$ cat src/rtl/writeback_unit.sv
// rtl/writeback_unit.sv - MEM/WB pipeline register, load align/extend, result select and retire counter
// Stalls on outstanding loads and buffers a response that lands while the stage is frozen.
module writeback_unit #(
   parameter int XLEN  = 64,
   parameter int CNT_W = 64
) (
   input  logic             clk,
   input  logic             rst,
   input  logic             stall_W,
   input  logic             flush_W,
   input  logic             Valid_M,
   input  logic             RegWrite_M,
   input  logic [1:0]       ResultSrc_M,
   input  logic [2:0]       Funct3_M,
   input  logic [4:0]       Rd_M,
   input  logic [XLEN-1:0]  ALUResult_M,
   input  logic [XLEN-1:0]  PCPlus4_M,
   input  logic [XLEN-1:0]  ImmExt_M,
   input  logic             mem_rvalid,
   input  logic [XLEN-1:0]  mem_rdata,
   output logic [XLEN-1:0]  Result_W,
   output logic [4:0]       Rd_W,
   output logic             RegWrite_W,
   output logic             Valid_W,
   output logic             wb_stall,
   output logic [CNT_W-1:0] instret,
   output logic             spurious_rvalid
);

   typedef enum logic [1:0] {IDLE, WAIT, HAVE_DATA} state_t;

   state_t          state, state_next;
   logic            regwrite_q;
   logic [1:0]      src_q;
   logic [2:0]      f3_q;
   logic [XLEN-1:0] alu_q, pc4_q, imm_q, ld_buf;
   logic            is_load, data_ok, fire, advance, buf_load, spur_set;

   assign is_load  = Valid_W & (src_q == 2'b01);
   assign data_ok  = (state == HAVE_DATA) | mem_rvalid;
   assign fire     = Valid_W & ~stall_W & (~is_load | data_ok);
   assign wb_stall = is_load & ~data_ok;
   assign advance  = ~stall_W & ~wb_stall;

   always_comb begin
      state_next = state;
      buf_load   = 1'b0;
      spur_set   = 1'b0;
      if (is_load) begin
         case (state)
            IDLE, WAIT: begin
               if (mem_rvalid & stall_W) begin
                  buf_load   = 1'b1;
                  state_next = HAVE_DATA;
               end else if (!mem_rvalid) begin
                  state_next = WAIT;
               end
            end
            HAVE_DATA: if (mem_rvalid) spur_set = 1'b1;
            default:   state_next = IDLE;
         endcase
      end else if (mem_rvalid) begin
         spur_set = 1'b1;
      end
      if (fire) state_next = IDLE;
   end

   always_ff @(posedge clk or posedge rst) begin
      if (rst) begin
         state           <= IDLE;
         ld_buf          <= '0;
         spurious_rvalid <= 1'b0;
         instret         <= '0;
      end else begin
         state <= state_next;
         if (buf_load) ld_buf <= mem_rdata;
         if (spur_set) spurious_rvalid <= 1'b1;
         if (fire) instret <= instret + CNT_W'(1);
      end
   end

   always_ff @(posedge clk or posedge rst) begin
      if (rst) begin
         Valid_W    <= 1'b0;
         regwrite_q <= 1'b0;
         src_q      <= 2'b00;
         f3_q       <= 3'b000;
         Rd_W       <= 5'd0;
         alu_q      <= '0;
         pc4_q      <= '0;
         imm_q      <= '0;
      end else if (advance) begin
         Valid_W    <= Valid_M & ~flush_W;
         regwrite_q <= RegWrite_M;
         src_q      <= ResultSrc_M;
         f3_q       <= Funct3_M;
         Rd_W       <= Rd_M;
         alu_q      <= ALUResult_M;
         pc4_q      <= PCPlus4_M;
         imm_q      <= ImmExt_M;
      end
   end

   // Lane select and extension are done at 64 bits, then truncated to XLEN.
   logic [2:0]      off, f3_eff;
   logic [XLEN-1:0] ld_src, shifted, ld_ext;
   logic [63:0]     sh64, ext64;

   always_comb begin
      off     = (XLEN == 64) ? alu_q[2:0] : {1'b0, alu_q[1:0]};
      ld_src  = (state == HAVE_DATA) ? ld_buf : mem_rdata;
      shifted = ld_src >> {off, 3'b000};
      sh64    = 64'(shifted);
      f3_eff  = f3_q;
      if (XLEN == 32 && (f3_q == 3'b011 || f3_q == 3'b110)) f3_eff = 3'b010;
      case (f3_eff)
         3'b000:  ext64 = {{56{sh64[7]}},  sh64[7:0]};
         3'b001:  ext64 = {{48{sh64[15]}}, sh64[15:0]};
         3'b010:  ext64 = {{32{sh64[31]}}, sh64[31:0]};
         3'b100:  ext64 = {56'd0, sh64[7:0]};
         3'b101:  ext64 = {48'd0, sh64[15:0]};
         3'b110:  ext64 = {32'd0, sh64[31:0]};
         default: ext64 = sh64;
      endcase
      ld_ext = ext64[XLEN-1:0];
   end

   always_comb begin
      case (src_q)
         2'b00:   Result_W = alu_q;
         2'b01:   Result_W = ld_ext;
         2'b10:   Result_W = pc4_q;
         default: Result_W = imm_q;
      endcase
   end

   assign RegWrite_W = fire & regwrite_q & (Rd_W != 5'd0);

endmodule

$ cat config.mk
export PLATFORM = sky130hd
export DESIGN_NAME = writeback_unit
export DESIGN_NICKNAME = d
export VERILOG_FILES = /design/src/rtl/writeback_unit.sv
export SDC_FILE = /design/constraint.sdc
export NUM_CORES = 1
export LEC_CHECK = 0
export CORE_ASPECT_RATIO = 0.5
export CORE_UTILIZATION = 50
export DETAILED_ROUTE_END_ITERATION = 12
export PLACE_DENSITY_LB_ADDON = 0.12
export SLEW_MARGIN = 20
export SYNTH_ARGS = -nofsm -noshare
export SYNTH_HDL_FRONTEND = slang
export SYNTH_SLANG_ARGS = --single-unit
export TNS_END_PERCENT = 20
$ cat constraint.sdc
create_clock -name clk -period 34.7 [get_ports clk]
set_clock_uncertainty 0.05 [all_clocks]
set_input_delay 10.41 -clock clk [delete_from_list [all_inputs] [get_ports clk]]
set_output_delay 10.41 -clock clk [all_outputs]
set_load 0.05 [all_outputs]
==> report_table.html <==
<table>
<tr><th>Metric</th><th>Value</th></tr>
<tr><th colspan="2">Status</th></tr>
<tr><td>Run status</td><td>completed</td></tr>
<tr><th colspan="2">Logic synthesis</th></tr>
<tr><td>Most frequent cells after synthesis</td><td>nand2_1 (680), dfrtp_1 (335), mux2i_1 (135), mux2_2 (90), clkbuf_1 (83)</td></tr>
<tr><td>Post-synthesis cell type count</td><td>53</td></tr>
<tr><td>Yosys reg bits</td><td>335</td></tr>
<tr><td>Async S/R FF share, synth</td><td>100%</td></tr>
<tr><td>Synth Instances</td><td>1793</td></tr>
<tr><td>Cell types with the largest area share after synthesis</td><td>dfrtp_1 (48%), nand2_1 (15%), mux2i_1 (7.8%), mux2_2 (5.8%), mux4_2 (3.8%)</td></tr>
<tr><td>Leading register cell type out of synthesis</td><td>dfrtp_1</td></tr>
<tr><td>Warnings, synthesis</td><td>0</td></tr>
<tr><td>Syn Std Cell Area</td><td>17400 um^2</td></tr>
<tr><td>Number of enable-type register cells in the synthesized netlist</td><td>0</td></tr>
<tr><td>Part of the Yosys area used for sequential elements</td><td>48.3%</td></tr>
<tr><td>Synthesized area per cell</td><td>9.69 um^2</td></tr>
<tr><td>Largest area contributor in the netlist</td><td>dfrtp_1</td></tr>
<tr><td>Fraction of post-synthesis cell area in the top cell type by area</td><td>48.3%</td></tr>
<tr><td>Post-Syn Nets</td><td>2067</td></tr>
<tr><td>Cell with the most instances after synthesis</td><td>nand2_1</td></tr>
<tr><th colspan="2">Drt</th></tr>
<tr><td>Antenna Nets Post-Route</td><td>0</td></tr>
<tr><td>Vias/cell</td><td>5.63</td></tr>
<tr><td>Count of unresolved DRC violations after routing</td><td>0</td></tr>
<tr><td>First-pass iteration count of the detailed router</td><td>5</td></tr>
<tr><td>Detailed-route via count</td><td>14800</td></tr>
<tr><td>Routed wire length per instance</td><td>21.3 um</td></tr>
<tr><td>Final wirelength</td><td>56000 um</td></tr>
<tr><td>Drt first-iter violations</td><td>1295</td></tr>
<tr><th colspan="2">CTS</th></tr>
<tr><td>Clk Tree Root Cell</td><td>clkbuf_16</td></tr>
<tr><td>TritonCTS sink count</td><td>335</td></tr>
<tr><td>Clock Pin Slew Worst Setup and Hold Paths</td><td>0.06 ns</td></tr>
<tr><td>Setup Buffers After CTS</td><td>0</td></tr>
<tr><td>Quantity of gates resized following cts</td><td>0</td></tr>
<tr><td>Clock insertion delay at the later pin of the skew report</td><td>0.52 ns</td></tr>
<tr><td>Count of hold-fix buffers inserted at cts</td><td>0</td></tr>
<tr><td>CTS H-tree depth</td><td>2</td></tr>
<tr><td>Clock tree from TritonCTS</td><td>yes</td></tr>
<tr><td>CTS buffer count</td><td>34</td></tr>
<tr><td>Worst-case clock buffer depth</td><td>3</td></tr>
<tr><th colspan="2">Finish</th></tr>
<tr><td>Share of cells above drive strength 1</td><td>11.1%</td></tr>
<tr><td>Net count, final</td><td>2411</td></tr>
<tr><td>Area delta synth-&gt;final</td><td>31.6%</td></tr>
<tr><td>Final standard cell area without fillers</td><td>22900 um^2</td></tr>
<tr><td>Non-filler instance count after layout</td><td>2629</td></tr>
<tr><th colspan="2">Setup path</th></tr>
<tr><td>Sort of element at the end of the critical path</td><td>primary output</td></tr>
<tr><td>Data required time of the critical path</td><td>24.24 ns</td></tr>
<tr><td>Max Fanout on Critical Path</td><td>32</td></tr>
<tr><td>Worst flop-to-flop path startpoint</td><td>src_q[1]</td></tr>
<tr><td>Critical path class</td><td>primary input to primary output</td></tr>
<tr><td>Length in cells of the worst reg-to-reg path</td><td>9</td></tr>
<tr><td>Reg-to-reg endpoint</td><td>imm_q[39]</td></tr>
<tr><td>Register-to-register setup slack</td><td>30.07 ns</td></tr>
<tr><td>Startpoint Class</td><td>primary input</td></tr>
<tr><td>Data arrival time of the critical path</td><td>13.94 ns</td></tr>
<tr><th colspan="2">Placement</th></tr>
<tr><td>Number of buffers added on ports</td><td>409</td></tr>
<tr><td>Placement-stage cell area</td><td>21700 um^2</td></tr>
<tr><td>Cell count after placement</td><td>2566</td></tr>
<tr><td>Worst slack at placement</td><td>10.41 ns</td></tr>
<tr><td>Global placer's final weighted congestion</td><td>0.952</td></tr>
<tr><td>HPWL after detailed placement</td><td>40200 um</td></tr>
<tr><th colspan="2">Die</th></tr>
<tr><td>Vert. Die Dim</td><td>134 um</td></tr>
<tr><td>Core ar.</td><td>33600 um^2</td></tr>
<tr><td>Starting density of the core</td><td>51.6%</td></tr>
<tr><td>I/O pin count</td><td>410</td></tr>
<tr><td>Die width</td><td>266 um</td></tr>
<tr><td>Standard-cell row count</td><td>47</td></tr>
<tr><td>Total Die Area</td><td>35500 um^2</td></tr>
<tr><th colspan="2">Worst hold path</th></tr>
<tr><td>Hold crit path type</td><td>register to register</td></tr>
<tr><td>Worst hold endpoint</td><td>spurious_rvalid</td></tr>
<tr><td>Beginning of the worst hold path</td><td>spurious_rvalid</td></tr>
<tr><td>Hold path depth</td><td>1</td></tr>
<tr><th colspan="2">GRT</th></tr>
<tr><td>Grt total ovfl</td><td>0</td></tr>
<tr><td>Global-route wire length before repair</td><td>85400 um</td></tr>
<tr><td>Via count of the first global-routing pass</td><td>14400</td></tr>
<tr><td>Initial antenna violation count</td><td>4</td></tr>
<tr><td>Tot GR Track Use</td><td>31.6%</td></tr>
<tr><td>Largest net degree at the start of global routing</td><td>205</td></tr>
<tr><th colspan="2">Power and ir drop</th></tr>
<tr><td>Share of total power in the clock network</td><td>31.2%</td></tr>
<tr><td>Sequential group share of total power</td><td>39.7%</td></tr>
<tr><td>Total power density per cell area</td><td>52.2 nW/um^2</td></tr>
<tr><td>Internal power contribution</td><td>797 uW</td></tr>
<tr><td>Combinational share of power</td><td>29.2%</td></tr>
<tr><td>Switching fraction of total power</td><td>33.2%</td></tr>
<tr><td>Switching power total</td><td>396 uW</td></tr>
<tr><td>Worst VDD drop</td><td>0.0320 mV</td></tr>
<tr><td>Leak pwr</td><td>0.0107 uW</td></tr>
<tr><th colspan="2">STA</th></tr>
<tr><td>Final setup margin</td><td>10.30 ns</td></tr>
<tr><td>Slew Limit Fails</td><td>0</td></tr>
<tr><td>Fin crit share</td><td>70.3%</td></tr>
<tr><td>Setup repair after global routing missed its margin</td><td>no</td></tr>
<tr><td>Headroom to the max-slew limit</td><td>27.8%</td></tr>
<tr><td>Achievable Freq</td><td>0.0410 GHz</td></tr>
<tr><td>Final Hold Fails</td><td>0</td></tr>
<tr><td>TNS Setup</td><td>0 ns</td></tr>
<tr><td>Worst Tran Pin Value</td><td>1.08 ns</td></tr>
<tr><td>Final setup violation count</td><td>0</td></tr>
<tr><td>Time the worst path needs with I/O delays and setup</td><td>24.40 ns</td></tr>
<tr><th colspan="2">Flow run</th></tr>
<tr><td>Max-cap violation count</td><td>0</td></tr>
</table>
[power groups by stage]
stage	logic (uW)	clock network (uW)	registers, uW
2_1_floorplan	217	0	479
4_1_cts	346	376	473
3_3_place_gp	342	0	477
6_report	348	372	474
5_1_grt	366	394	480
3_5_place_dp	345	0	479
[registers in the layout, indices dropped and copies added, names as in the netlist]
| register | cells |
|---|---|
| alu_q | 64 |
| imm_q | 64 |
| instret | 64 |
| ld_buf | 64 |
| pc4_q | 64 |
| Rd_W | 5 |
| f3_eff | 3 |
| src_q | 2 |
| state | 2 |
| Valid_W | 1 |
| regwrite_q | 1 |
| spurious_rvalid | 1 |
[worst max-delay path: stages]
cell and delay [ns]:
clkdlybuf4s50_1 0.48, mux4_2 0.58, o22ai_1 0.29, nor4_2 0.06, buf_4 0.20, o41ai_4 0.34, buf_4 0.55, o221ai_1 0.24
clkdlybuf4s50_1 0.75
[placed cells by master, fill, tap and decap left out, drive strengths merged, types with 18 or more instances in the layout]
| cell type | count |
|---|---|
| clkdlybuf4s50 | 409 |
| xnor2 | 44 |
| nand3 | 26 |
| nand2 | 680 |
| o22ai | 24 |
| o221ai | 32 |
| nand4 | 18 |
| mux2 | 90 |
| dfrtp | 335 |
| nor2 | 49 |
| a21oi | 46 |
| mux4 | 29 |
| mux2i | 135 |
| clkbuf | 52 |
| buf | 18 |
| xor2 | 19 |
[metrics by stage]
| stage | utilization [%] | hold WS (ns) | power (uW) |
|---|---|---|---|
| global placement | 64.6 | 0.390 | 818 |
| global route | 67.9 | 0.413 | 1240 |
| finish | 67.9 | 0.405 | 1190 |
| CTS | 67.9 | 0.407 | 1200 |
| floorplan | - | 0.388 | 696 |
| detailed placement | 64.6 | 0.394 | 824 |
[kinds of logic after synthesis]
group	synth area share, %
AOI/OAI and AO/OA	8.12
buffers and inverters	3.05
xor gates and xnor gates	3.18
muxes	17.4
adders and majority gates	0.0720
DFF	48.3
and+or+nand+nor	19.9
[routing by layer]
metal	vias up	share of wire (%)	GRT usage, %
met4	0	4.0	12.2
met1	7315	42	42.4
met5	-	0	0
met2	584	47	51.2
li1	6788	-	-
met3	119	7.2	5.87
[worst max-delay path by stage]
stage	from	end	cells past startpoint
detailed placement	mem_rdata[63]	Result_W[39]	9
finish	mem_rdata[63]	Result_W[39]	9
global route	mem_rdata[63]	Result_W[39]	9
floorplan	mem_rdata[47]	Result_W[16]	7
CTS	mem_rdata[63]	Result_W[39]	9
global placement	mem_rdata[63]	Result_W[49]	9
[cell type report]
cell class | count | area [um^2]
Timing Repair Buffer | 427 | 4240
Antenna cell | 5 | 12.5
Tap cell | 465 | 582
Clock buffer | 52 | 1010
Sequential cell | 335 | 8390
Clock inverter | 6 | 83.8
Inverter | 6 | 35.0
Fill cell | 2760 | 10800
Multi-Input combinational cell | 1333 | 8490
Power figures use the tool's default switching activity.
